### config.mk
export PLATFORM = sky130hd
export DESIGN_NAME = ber_window
export DESIGN_NICKNAME = d
export VERILOG_FILES = /design/src/rtl/ber_pkg.sv /design/src/rtl/stall_watch.sv /design/src/rtl/ber_window.sv
export SDC_FILE = /design/constraint.sdc
export NUM_CORES = 1
export LEC_CHECK = 0
export CORE_MARGIN = 2
export CORE_UTILIZATION = 54
export DETAILED_ROUTE_END_ITERATION = 8
export PLACE_DENSITY_LB_ADDON = 0.15
export SYNTH_ARGS = -nofsm -noshare
export SYNTH_HDL_FRONTEND = slang
export SYNTH_SLANG_ARGS = --single-unit
### constraint.sdc
create_clock -name CLK -period 10.4 [get_ports CLK]
set_clock_uncertainty 0.15 [all_clocks]
set_input_delay 1.04 -clock CLK [delete_from_list [all_inputs] [get_ports CLK]]
set_output_delay 1.04 -clock CLK [all_outputs]
set_load 0.005 [all_outputs]
### src/rtl/ber_pkg.sv
// Shared types and constants for the BER measurement-window controller.
package ber_pkg;

  typedef enum logic [2:0] {
    StIdle,
    StClear,
    StSettle,
    StMeasure,
    StLatch
  } state_e;

  localparam int unsigned CLR_CYC         = 2;
  localparam int unsigned INV_CHECK_WORDS = 16;
  localparam int unsigned INV_ERR_SHIFT   = 5;

  // A zero window would never latch, so it is promoted to one word.
  function automatic logic [57:0] win_target(input logic [57:0] win);
    return (win == '0) ? 58'd1 : win;
  endfunction

endpackage

### src/rtl/stall_watch.sv
// Dead-link detector: flags when CNT has held still for STALL_CYC consecutive cycles.
module stall_watch #(
  parameter int unsigned STALL_CYC = 1024
) (
  input  logic        CLK,
  input  logic        RSTX,
  input  logic        RESTART,
  input  logic [57:0] CNT,
  output logic        STALL
);

  localparam int unsigned CntW = $clog2(STALL_CYC + 1);

  logic [57:0]     prev_q, prev_d;
  logic [CntW-1:0] cnt_q, cnt_d;
  logic            same;

  assign same = (CNT == prev_q);

  always_comb begin
    prev_d = CNT;
    cnt_d  = cnt_q;
    if (RESTART || !same) begin
      cnt_d = '0;
    end else if (cnt_q != CntW'(STALL_CYC)) begin
      cnt_d = cnt_q + 1'b1;
    end
  end

  // Fires on the cycle that completes the STALL_CYC-th unchanged sample.
  assign STALL = !RESTART && same && (cnt_q >= CntW'(STALL_CYC - 1));

  always_ff @(posedge CLK or negedge RSTX) begin
    if (!RSTX) begin
      prev_q <= '0;
      cnt_q  <= '0;
    end else begin
      prev_q <= prev_d;
      cnt_q  <= cnt_d;
    end
  end

endmodule

### src/rtl/ber_window.sv
// Runs one bounded BER measurement per START against lvds1's counters and latches a verdict.
module ber_window
  import ber_pkg::*;
#(
  parameter int unsigned SETTLE_CYC = 16,
  parameter int unsigned STALL_CYC  = 1024
) (
  input  logic        CLK,
  input  logic        RSTX,
  input  logic        START,
  input  logic        ABORT,
  input  logic        AUTO_INV,
  input  logic        INV_INIT,
  input  logic [57:0] WINDOW,
  input  logic [63:0] ERR_MAX,
  input  logic [63:0] ERR_CNT,
  input  logic [57:0] RECV_CNT,
  output logic        CLR,
  output logic        INV,
  output logic        BUSY,
  output logic        DONE,
  output logic        PASS,
  output logic        STALL,
  output logic [63:0] RES_ERR,
  output logic [57:0] RES_RECV
);

  state_e      state_q, state_d;
  logic [31:0] cnt_q, cnt_d;
  logic        clr_q, clr_d;
  logic        inv_q, inv_d;
  logic        busy_q, busy_d;
  logic        done_q, done_d;
  logic        pass_q, pass_d;
  logic        stall_q, stall_d;
  logic [63:0] res_err_q, res_err_d;
  logic [57:0] res_recv_q, res_recv_d;
  logic        tried_q, tried_d;
  logic        chk_q, chk_d;

  logic        link_stall;
  logic        enough_words;
  logic        inv_fire;

  stall_watch #(
    .STALL_CYC(STALL_CYC)
  ) u_stall_watch (
    .CLK    (CLK),
    .RSTX   (RSTX),
    .RESTART(state_q != StMeasure),
    .CNT    (RECV_CNT),
    .STALL  (link_stall)
  );

  assign enough_words = (RECV_CNT >= 58'(INV_CHECK_WORDS));
  // Inverted link looks like more than half the bits wrong; judged once per run.
  assign inv_fire = AUTO_INV && !tried_q && !chk_q && enough_words &&
                    (ERR_CNT > (64'(RECV_CNT) << INV_ERR_SHIFT));

  always_comb begin
    state_d    = state_q;
    cnt_d      = cnt_q;
    inv_d      = inv_q;
    done_d     = 1'b0;
    pass_d     = pass_q;
    stall_d    = stall_q;
    res_err_d  = res_err_q;
    res_recv_d = res_recv_q;
    tried_d    = tried_q;
    chk_d      = chk_q;

    if (ABORT && (state_q != StIdle)) begin
      state_d = StIdle;
    end else begin
      unique case (state_q)
        StIdle: begin
          if (START) begin
            state_d = StClear;
            cnt_d   = '0;
            inv_d   = INV_INIT;
            tried_d = 1'b0;
            stall_d = 1'b0;
            chk_d   = 1'b0;
          end
        end
        StClear: begin
          if (cnt_q == 32'(CLR_CYC - 1)) begin
            state_d = StSettle;
            cnt_d   = '0;
          end else begin
            cnt_d = cnt_q + 32'd1;
          end
        end
        StSettle: begin
          if (cnt_q == 32'(SETTLE_CYC - 1)) begin
            state_d = StMeasure;
            cnt_d   = '0;
          end else begin
            cnt_d = cnt_q + 32'd1;
          end
        end
        StMeasure: begin
          if (enough_words) begin
            chk_d = 1'b1;
          end
          if (link_stall) begin
            state_d    = StLatch;
            stall_d    = 1'b1;
            pass_d     = 1'b0;
            done_d     = 1'b1;
            res_err_d  = ERR_CNT;
            res_recv_d = RECV_CNT;
          end else if (inv_fire) begin
            state_d = StClear;
            cnt_d   = '0;
            inv_d   = !inv_q;
            tried_d = 1'b1;
          end else if (RECV_CNT >= win_target(WINDOW)) begin
            state_d    = StLatch;
            pass_d     = (ERR_CNT <= ERR_MAX);
            done_d     = 1'b1;
            res_err_d  = ERR_CNT;
            res_recv_d = RECV_CNT;
          end
        end
        StLatch: begin
          state_d = StIdle;
        end
        default: begin
          state_d = StIdle;
        end
      endcase
    end

    clr_d  = (state_d == StClear);
    busy_d = (state_d != StIdle);
  end

  always_ff @(posedge CLK or negedge RSTX) begin
    if (!RSTX) begin
      state_q    <= StIdle;
      cnt_q      <= '0;
      clr_q      <= 1'b1;
      inv_q      <= 1'b0;
      busy_q     <= 1'b0;
      done_q     <= 1'b0;
      pass_q     <= 1'b0;
      stall_q    <= 1'b0;
      res_err_q  <= '0;
      res_recv_q <= '0;
      tried_q    <= 1'b0;
      chk_q      <= 1'b0;
    end else begin
      state_q    <= state_d;
      cnt_q      <= cnt_d;
      clr_q      <= clr_d;
      inv_q      <= inv_d;
      busy_q     <= busy_d;
      done_q     <= done_d;
      pass_q     <= pass_d;
      stall_q    <= stall_d;
      res_err_q  <= res_err_d;
      res_recv_q <= res_recv_d;
      tried_q    <= tried_d;
      chk_q      <= chk_d;
    end
  end

  assign CLR      = clr_q;
  assign INV      = inv_q;
  assign BUSY     = busy_q;
  assign DONE     = done_q;
  assign PASS     = pass_q;
  assign STALL    = stall_q;
  assign RES_ERR  = res_err_q;
  assign RES_RECV = res_recv_q;

endmodule

Word level (Yosys, flattened, before mapping):

Cells that the tools add are included.

* add/subtract/negate cells: 2
* $mul: 0
* div/mod/pow operators: 0
* $lt $le $gt $ge: 5
* equal/unequal tests: 15
* shift operators: 0
* mux-type cells: 43
* bitwise logic cells: 1
* reduce and logical (&&, ||, !) cells: 26

Operators with widths (count)
* 58-bit 2-to-1 mux: 4
* 64-bit 2-to-1 mux: 3
* 32-bit 2-to-1 mux: 5
* 32-bit case mux with 4 select lines: 1
* 64-bit by 63-bit > comparator with 1-bit output: 1
* 64-bit <= comparator: 1
* 58-bit equality test: 1
* 58-bit by 5-bit greater-or-equal comparator with 1-bit output, second input constant: 1
* 58-bit greater-or-equal comparator: 1
* 58-bit zero test: 1
* 32-bit by 1-bit adder with 32-bit output, second input constant: 1
* 32-bit by 1-bit equality test with 1-bit output, second input constant: 1
* 32-bit by 4-bit equality test with 1-bit output, second input constant: 1
* 11-bit 2-to-1 mux: 2
* 3-bit 2-to-1 mux: 7
* 1-bit 2-to-1 mux: 16
* 2-bit != test, second input constant: 6
* 3-bit case mux with 4 select lines: 1
* 4-bit AND reduction: 3
* 11-bit by 1-bit adder with 11-bit output, second input constant: 1
* 11-bit by 10-bit greater-or-equal comparator with 1-bit output, second input constant: 1
* 11-bit != test, second input constant: 1
* 5-bit AND reduction: 2
* 1-bit case mux with 2 select lines: 4
* other kinds (11): 26

* register bits after elaboration: 234
* latch bits: 0
* RAM bits: 0
* memory bits (read-only): 0
* word-level logic and storage cells: 106
* memories kept: 0

Depth between registers and ports, before layout:

Gate-level depths: netlist (run 1).

* depth in word-level cells: 10
* depth in mapped cells: 16
* mapped depth without buffers: 14

By module:

A second synthesis (run 1) with hierarchy kept.

* cell total of the unflattened synthesis: 1449
* area total of the unflattened synthesis: 14923.1 um^2

Modules (own cells, without submodules)
* ber_window: instances 1, cells each 1236, area each 12109.1 um^2
* stall_watch: instances 1, cells each 213, area each 2813.9 um^2

Least setup slack after synthesis (run 1):

OpenSTA, ideal clock, no wires.

* path kind: input to register
* start: input port WINDOW[45]
* end: register cnt_q[15]
* library setup time: 104 ps
* arrival time: 4262 ps
* required time: 10146 ps
* path slack: 5884 ps
* cell stages on the path: 16
* path buffers: 2
* cells stage by stage: nor4_1 > nand4_1 > o41ai_1 > ha_1 > nand2b_1 > a211oi_1 > a2111o_1 > a2111o_1 > a311oi_1 > and4b_1 > a311oi_1 > o211a_1 > buf_2 > or2_4 > buf_6 > o41ai_2

RTL lines
* from (decl): line ber_window.sv:14 `input logic [57:0] WINDOW,`
* to (signal assigned): line ber_window.sv:155 `cnt_q <= cnt_d;`
* to (decl): line ber_window.sv:29 `logic [31:0] cnt_q, cnt_d;`

==> results of run 1 <==
per-stage QoR:
stage	util, %	cells	hold slack [ps]
floorplan	-	1439	302
global placement	70.0	2130	320
detailed placement	70.0	2130	332
CTS	73.1	2179	339
global route	73.1	2179	359
finish	73.1	2179	337
power by group through the flow:
stage | Combinational [mW] | Sequential, mW | Clock (mW)
floorplan | 0.401 | 1.17 | 0
global placement | 0.928 | 1.17 | 0
detailed placement | 0.952 | 1.18 | 0
CTS | 0.960 | 1.16 | 0.913
global route | 1.04 | 1.18 | 0.952
finish | 0.957 | 1.16 | 0.903
worst register-to-register path: stages, from the launching register on:
cell and delay [ps]:
dfrtp_1 370, xnor2_1 290, nand4_1 130, or4_1 530, nor4_1 330, nand4_1 520, or2_1 500, a31o_1 320
nor2b_4 540, buf_12 480, mux2_2 630
worst paths after layout:
kind	endpoint	slack (ps)	cells after the start
max reg2reg	RES_RECV[18]	5480	10
min in group asynchronous	RES_ERR[46]	370	1
max	cnt_q[10]	4320	15
max in group asynchronous	RES_RECV[15]	8170	2
min	cnt_q[31]	340	1
min reg2reg	cnt_q[31]	340	1
cells in the final DEF, fill, tap and decap left out, drive strengths merged, types with 3 or more instances in the layout:
master,n
a211oi,9
a21o,34
a21oi,67
a221oi,4
a31oi,4
and2,4
and3,18
buf,6
clkbuf,35
clkdlybuf4s50,376
clkinv,9
clkinvlp,3
dfrtp,233
ha,184
inv,199
mux2,122
nand2,54
nand2b,13
nand3,28
nand3b,3
nand4,70
nand4b,5
nor2,69
nor2b,9
nor3,11
nor4,51
nor4b,5
o211ai,3
o21a,7
o21ai,41
o31ai,50
o41ai,7
or2,5
xnor2,49
xor2,19
state kept, by name, indices dropped and copies added (netlist names):
| register | count |
|---|---|
| CLR | 1 |
| u_stall_watch.prev_q | 58 |
| BUSY | 1 |
| DONE | 1 |
| u_stall_watch.cnt_q | 11 |
| chk_q | 1 |
| STALL | 1 |
| INV | 1 |
| cnt_q | 32 |
| RES_ERR | 64 |
| state_q | 3 |
| RES_RECV | 58 |
| tried_q | 1 |
| PASS | 1 |
metal layers:
| metal | up-vias | global-route usage [%] | routed length [um] |
|---|---|---|---|
| met5 | - | 0 | 0 |
| met4 | 0 | 9.97 | 1470 |
| met3 | 94 | 6.49 | 3440 |
| met2 | 487 | 55.7 | 22500 |
| met1 | 6102 | 40.1 | 18200 |
| li1 | 5946 | - | - |
kinds of logic (layout without fill, tap and decap cells):
logic type               after synthesis  in the layout  synth area share, %
adder cells (fa/ha/maj)              184            184                 15.8
multiplexers                         122            122                 9.42
flip-flops                           234            234                 40.1
XOR/XNOR                              68             68                 4.08
buffers and inverters                230            629                 6.23
AND/OR/NAND/NOR                      358            358                 13.3
AO/OA/AOI/OAI                        243            243                 11.0
final cells by class:
| cell class | instances | area (um^2) | share of cell area (%) |
|---|---|---|---|
| clock buffers | 35 | 726 | 3.72 |
| clock inverters | 14 | 106 | 0.545 |
| inverters | 198 | 743 | 3.81 |
| multi-input cells | 975 | 7840 | 40.2 |
| flip-flops and latches | 234 | 5860 | 30.0 |
| well taps | 341 | 427 | 2.18 |
| repair buffers | 382 | 3830 | 19.6 |
==> results by group, run 1 <==
Clock tree
  • Worst-case clock buffer depth: 3
  • Clock Pin Slew Worst Setup and Hold Paths: 60 ps
  • CTS Sinks: 234
  • Skew-Pair Late Insertion Delay: 550 ps
  • Hold_buf cts: 0
  • CTS tree: built
  • CTS buffer count: 27
  • CTS H-Tree Depth: 1
  • Postcts setup bufs: 0
  • Clk Tree Root Cell: clkbuf_16
  • Resize count post-CTS: 0

Yosys
  • Syn Inst Count: 1,439
  • Ys flop type: dfrtp_1
  • Top-area cell type share of the netlist area: 40.0%
  • Synth warn: 0
  • Top area cells in the synthesized netlist: dfrtp_1, ha_1, mux2_2
  • Count leader, synth: dfrtp_1
  • Syn Std Cell Area: 14,600 um^2
  • Sequential area share after synthesis: 40.1%
  • Async SR Flop Fraction: 100%
  • Most frequent cells after synthesis: dfrtp_1, inv_1, ha_1
  • Distinct cells, synth: 60
  • Synthesized area per cell: 10.1 um^2
  • Yosys reg bits: 234
  • Yosys top cell by area: dfrtp_1
  • Post-synth EDFFs: 0
  • Syn_nets: 1,873

Worst setup path
  • Critical Path RT: 10,670 ps
  • Crit path cell chain: clkdlybuf4s50_1 -> nor4_1 -> nand3_1 -> o41ai_1 -> ha_1 -> nand2b_1 -> a211oi_1 -> a2111o_1 -> a2111o_1 -> a311oi_1 -> and4b_1 -> a311oi_1 -> o211a_1 -> or2_4 -> o41ai_1
  • Worst EP arrival: 6350 ps
  • CP endpoint kind: register
  • Worst Path Buf+Inv: 1
  • WS Path Type: input pin to register
  • Worst r2r src: u_stall_watch.prev_q[51]
  • Critical path's largest stage delay: 690 ps
  • CP Launch Type: input pin
  • Maximum fanout along the worst path: 35
  • Crit path from: WINDOW[8]
  • CP max-delay cell: nor4_1
  • Critical path's top delay family: compound AO/OA/AOI/OAI gates

Layout
  • Area grow syn2layout: 33.9%
  • Fill count: 1,955
  • Layout Nets: 2,252
  • Antenna Cells: 0
  • Share of cells above drive strength 1: 9.96%
  • Design area: 19,500 um^2

Timing
  • Final Max Slew Viols: 0
  • Fin. Hold Viols: 0
  • Worst-Margin Slew: 1060 ps
  • Final worst path period share: 58.4%
  • TNS Setup: 0 ps
  • Unrepaired setup endpoints after global routing: no
  • Worst setup margin: 4320 ps
  • F_max: 0.165 GHz
  • Endpoints failing setup: 0
  • Rel. slew slack: 29.2%
  • Minimum clock period after layout: 6080 ps

Pwr
  • Combinational Power Share: 31.7%
  • Overall power: 3.02 mW
  • Pint: 2.14 mW
  • Fraction of power consumed by the clock network: 29.9%
  • Max VDD drop: 0.128 mV
  • P_leak: 9.28 nW
  • Sequential group share of total power: 38.5%
  • Net load switching power: 887 uW
  • Switch share: 29.3%
  • P per Cell Area: 155 nW/um^2

Global routing
  • Total gr overflow: 0
  • First-pass GRT wire length: 71.4 mm
  • Largest net degree at the start of global routing: 107
  • Global router's overall resource usage: 32.0%
  • Initial antenna violation count: 0
  • Vias in the first global route: 13,100

Placement
  • Cell area after placement: 18,700 um^2
  • GPL Wtd Cong: 0.923
  • Port bufs: 377
  • DP Worst Slack: 3860 ps
  • Hpwl dp: 35.7 mm

Floorplanning
  • Die width: 168 um
  • Chip height: 168 um
  • # IOs: 378
  • Core area: 26,700 um^2
  • Core Rows: 60
  • Die ar.: 28,300 um^2
  • Initial Util: 54.6%

Min path
  • Hold Path Class: register to register
  • Hold path start: cnt_q[31]

Run status
  • Status: complete, no violations

Routing
  • DRC Markers: 0
  • WL/cell: 20.9 um
  • Routed WL: 45.6 mm
  • DR vias: 12,600
  • Routed vias/inst: 5.80
  • Pre-Repair DR Iteration Count: 6
  • Antenna Nets Post-Route: 0
  • Initial drt markers: 944

Job
  • Max-cap violation count: 0
Note: power is estimated with default switching activity, not from simulation.
==> inputs of run 2 (changes only) <==
Settings changed: CORE_UTILIZATION 54 to 50.
Clock period 10.4 ns to 6.21 ns, I/O delays scaled along.
==> run 2 against run 1 <==
Compared with the run above: the run now ends with negative hold slack left; setup slack lost 3500 ps; critical path depth is the same; global-route usage shrank 1.4 points; core utilization shrank 4.2 points; cell count grew 2.7%; wire length grew 2.1%.
==> results by group, run 2 (synthesized netlist as in run 1, its figures left out) <==
Timing
  • Fin Hold WS: -18.0 ps (-355 ps)
  • F_max: 0.185 GHz
  • Worst-Margin Slew: 1190 ps (+130 ps)
  • Minimum clock period after layout: 5400 ps
  • Endpoints failing setup: 0 (unchanged)
  • Fin. Hold Viols: 24 (+24)
  • Unrepaired setup endpoints after global routing: no
  • Final Max Slew Viols: 0 (unchanged)
  • TNS Setup: 0 ps (unchanged)
  • Final worst path period share: 87.0%
  • Rel. slew slack: 19.8% (-9.4 points)

Layout
  • Utilization after layout: 68.9% (-4.2 points)
  • Share of cells above drive strength 1: 10.6% (+0.68 points)
  • Largest register FFs: 64 (unchanged)
  • Area grow syn2layout: 35.5%
  • Layout Nets: 2,267 (+0.67%)
  • Design area: 19,800 um^2 (+1.2%)
  • Commonest non-fill, non-tap cell in the layout: clkdlybuf4s50_1
  • Most frequent cells in the layout: clkdlybuf4s50_1, dfrtp_1, inv_1, ha_1, mux2_2
  • Fin cells: 2,238 (+2.7%)

Clock tree
  • Postcts setup bufs: 0 (unchanged)
  • Hold_buf cts: 0 (unchanged)
  • Worst-case clock buffer depth: 3 (unchanged)
  • CTS Sinks: 234 (unchanged)
  • CTS buffer count: 27 (unchanged)
  • Clock Pin Slew Worst Setup and Hold Paths: 60 ps (about the same)
  • Resize count post-CTS: 0 (unchanged)
  • Skew-Pair Late Insertion Delay: 550 ps (about the same)
  • CTS tree: built
  • CTS H-Tree Depth: 1 (unchanged)
  • Clk Tree Root Cell: clkbuf_16

Worst setup path
  • CP endpoint kind: register
  • CP max-delay cell: nor4_1
  • Worst r2r src: u_stall_watch.prev_q[19]
  • R2R depth: 11 (+1)
  • Critical Path RT: 6510 ps (-4160 ps)
  • Maximum fanout along the worst path: 31 (-11%)
  • WS Path Type: input pin to register
  • RR Endpoint: RES_ERR[62]
  • CP Launch Type: input pin
  • Crit path cell chain: clkdlybuf4s50_1 -> nor4_1 -> nand3_1 -> o41ai_1 -> ha_1 -> nand2b_1 -> a211oi_1 -> a2111o_1 -> a2111o_1 -> a311oi_1 -> and4b_1 -> a311oi_1 -> o211a_1 -> or2_4 -> o41ai_1
  • Critical path's largest stage delay: 1000 ps (+310 ps)
  • R2R setup slack: 1950 ps (-3530 ps)
  • Worst EP arrival: 5700 ps (-650 ps)
  • CP endpoint: cnt_q[10]
  • Crit path from: WINDOW[8]

Routing
  • Max Used Layer: met4
  • Routed WL: 46.6 mm (+2.1%)
  • Pre-Repair DR Iteration Count: 7 (+1)
  • Antenna Nets Post-Route: 0 (unchanged)
  • Met3 wire length: 3.54 mm (+3.1%)
  • DRC Markers: 0 (unchanged)
  • Routed vias/inst: 5.65 (-2.5%)
  • Initial drt markers: 811 (-14%)
  • DR vias: 12,600 (+0.13%)
  • WL/cell: 20.8 um (-0.62%)
  • Metal2 WL: 22.4 mm (-0.18%)
  • Post-Route M1 WL: 18.5 mm (+1.7%)

Run status
  • Failing checks: negative hold slack
  • Status: finished with violations

Global routing
  • First-pass GRT wire length: 73.0 mm (+2.2%)
  • Initial antenna violation count: 2 (+2)
  • Largest net degree at the start of global routing: 105 (-1.9%)
  • Vias in the first global route: 13,300 (+1.5%)
  • Total gr overflow: 0 (unchanged)
  • Global router's overall resource usage: 30.6% (-1.4 points)

Floorplanning
  • Core Rows: 62 (+3.3%)
  • Chip height: 175 um (+3.8%)
  • Die ar.: 30,600 um^2 (+7.8%)
  • Die width: 175 um (+3.8%)
  • Initial Util: 50.8% (-3.8 points)
  • Core area: 28,700 um^2 (+7.4%)
  • # IOs: 378 (unchanged)

Pwr
  • Max VDD drop: 0.210 mV (+64%)
  • P_leak: 9.38 nW (+1.1%)
  • P per Cell Area: 260 nW/um^2 (+68%)

Placement
  • Port bufs: 377 (unchanged)
  • GPL Wtd Cong: 0.905 (-2.0%)
  • Hpwl dp: 36.9 mm (+3.5%)
  • Cell area after placement: 18,900 um^2 (+1.1%)
  • Placed Cells: 2,188 (+2.7%)

Min path
  • Hold Path Class: input pin to async pin

Job
  • Max-cap violation count: 0 (unchanged)
## run 2: cell types whose count changed in the layout (fill, tap and decap cells not counted), sizes merged
cell,before,now
diode,0,2
buf,6,21
clkinvlp,3,0
clkbuf,35,39
clkinv,9,7
## run 2: critical path, delay by kind of cell
kind / cells / cell delay [ps]
AND/OR/NAND/NOR: 5 / 2120
AO/OA/AOI/OAI: 8 / 2290
adder cells (fa/ha/maj): 1 / 200
buffers and inverters: 1 / 430
## run 2: power by group
group | switching, mW | internal (mW)
clock | 0.654 | 0.908
combinational | 0.699 | 0.926
sequential | 0.147 | 1.80
total | 1.50 | 3.63
## run 2: per-stage QoR
step | power (mW) | setup WS (ps) | hold WS (ps)
final | 5.13 | 807 | -18.0
after global routing | 5.39 | 653 | 51.8
after CTS | 5.16 | 851 | 9.80
after detailed placement | 3.59 | 274 | 332
after global placement | 3.54 | 309 | 326
after floorplan | 2.64 | 2110 | 175
## run 2: worst min-delay path by stage
stage | slack [ps] | cells past startpoint | startpoint | end
2_1_floorplan | 180 | 0 | RSTX | BUSY
3_3_place_gp | 330 | 1 | chk_q | chk_q
3_5_place_dp | 330 | 1 | INV | INV
4_1_cts | 10 | 1 | RSTX | RES_ERR[47]
5_1_grt | 50 | 1 | RSTX | RES_ERR[45]
6_report | -20 | 1 | RSTX | RES_ERR[47]
## run 2: cell type report
class / count / area (um^2)
multi-input cells: 975 / 7840
inverters: 198 / 743
flip-flops and latches: 234 / 5860
clock buffers: 39 / 781
clock inverters: 9 / 73.8
repair buffers: 397 / 3980
well taps: 384 / 480
fillers: 2265 / 8940
diodes: 2 / 5.00
## run 2: per-layer routing
layer	vias up	global-route usage [%]
li1	5981	-
met1	6059	37.3
met2	485	52.2
met3	120	7.51
met4	0	12.0
met5	-	0.160
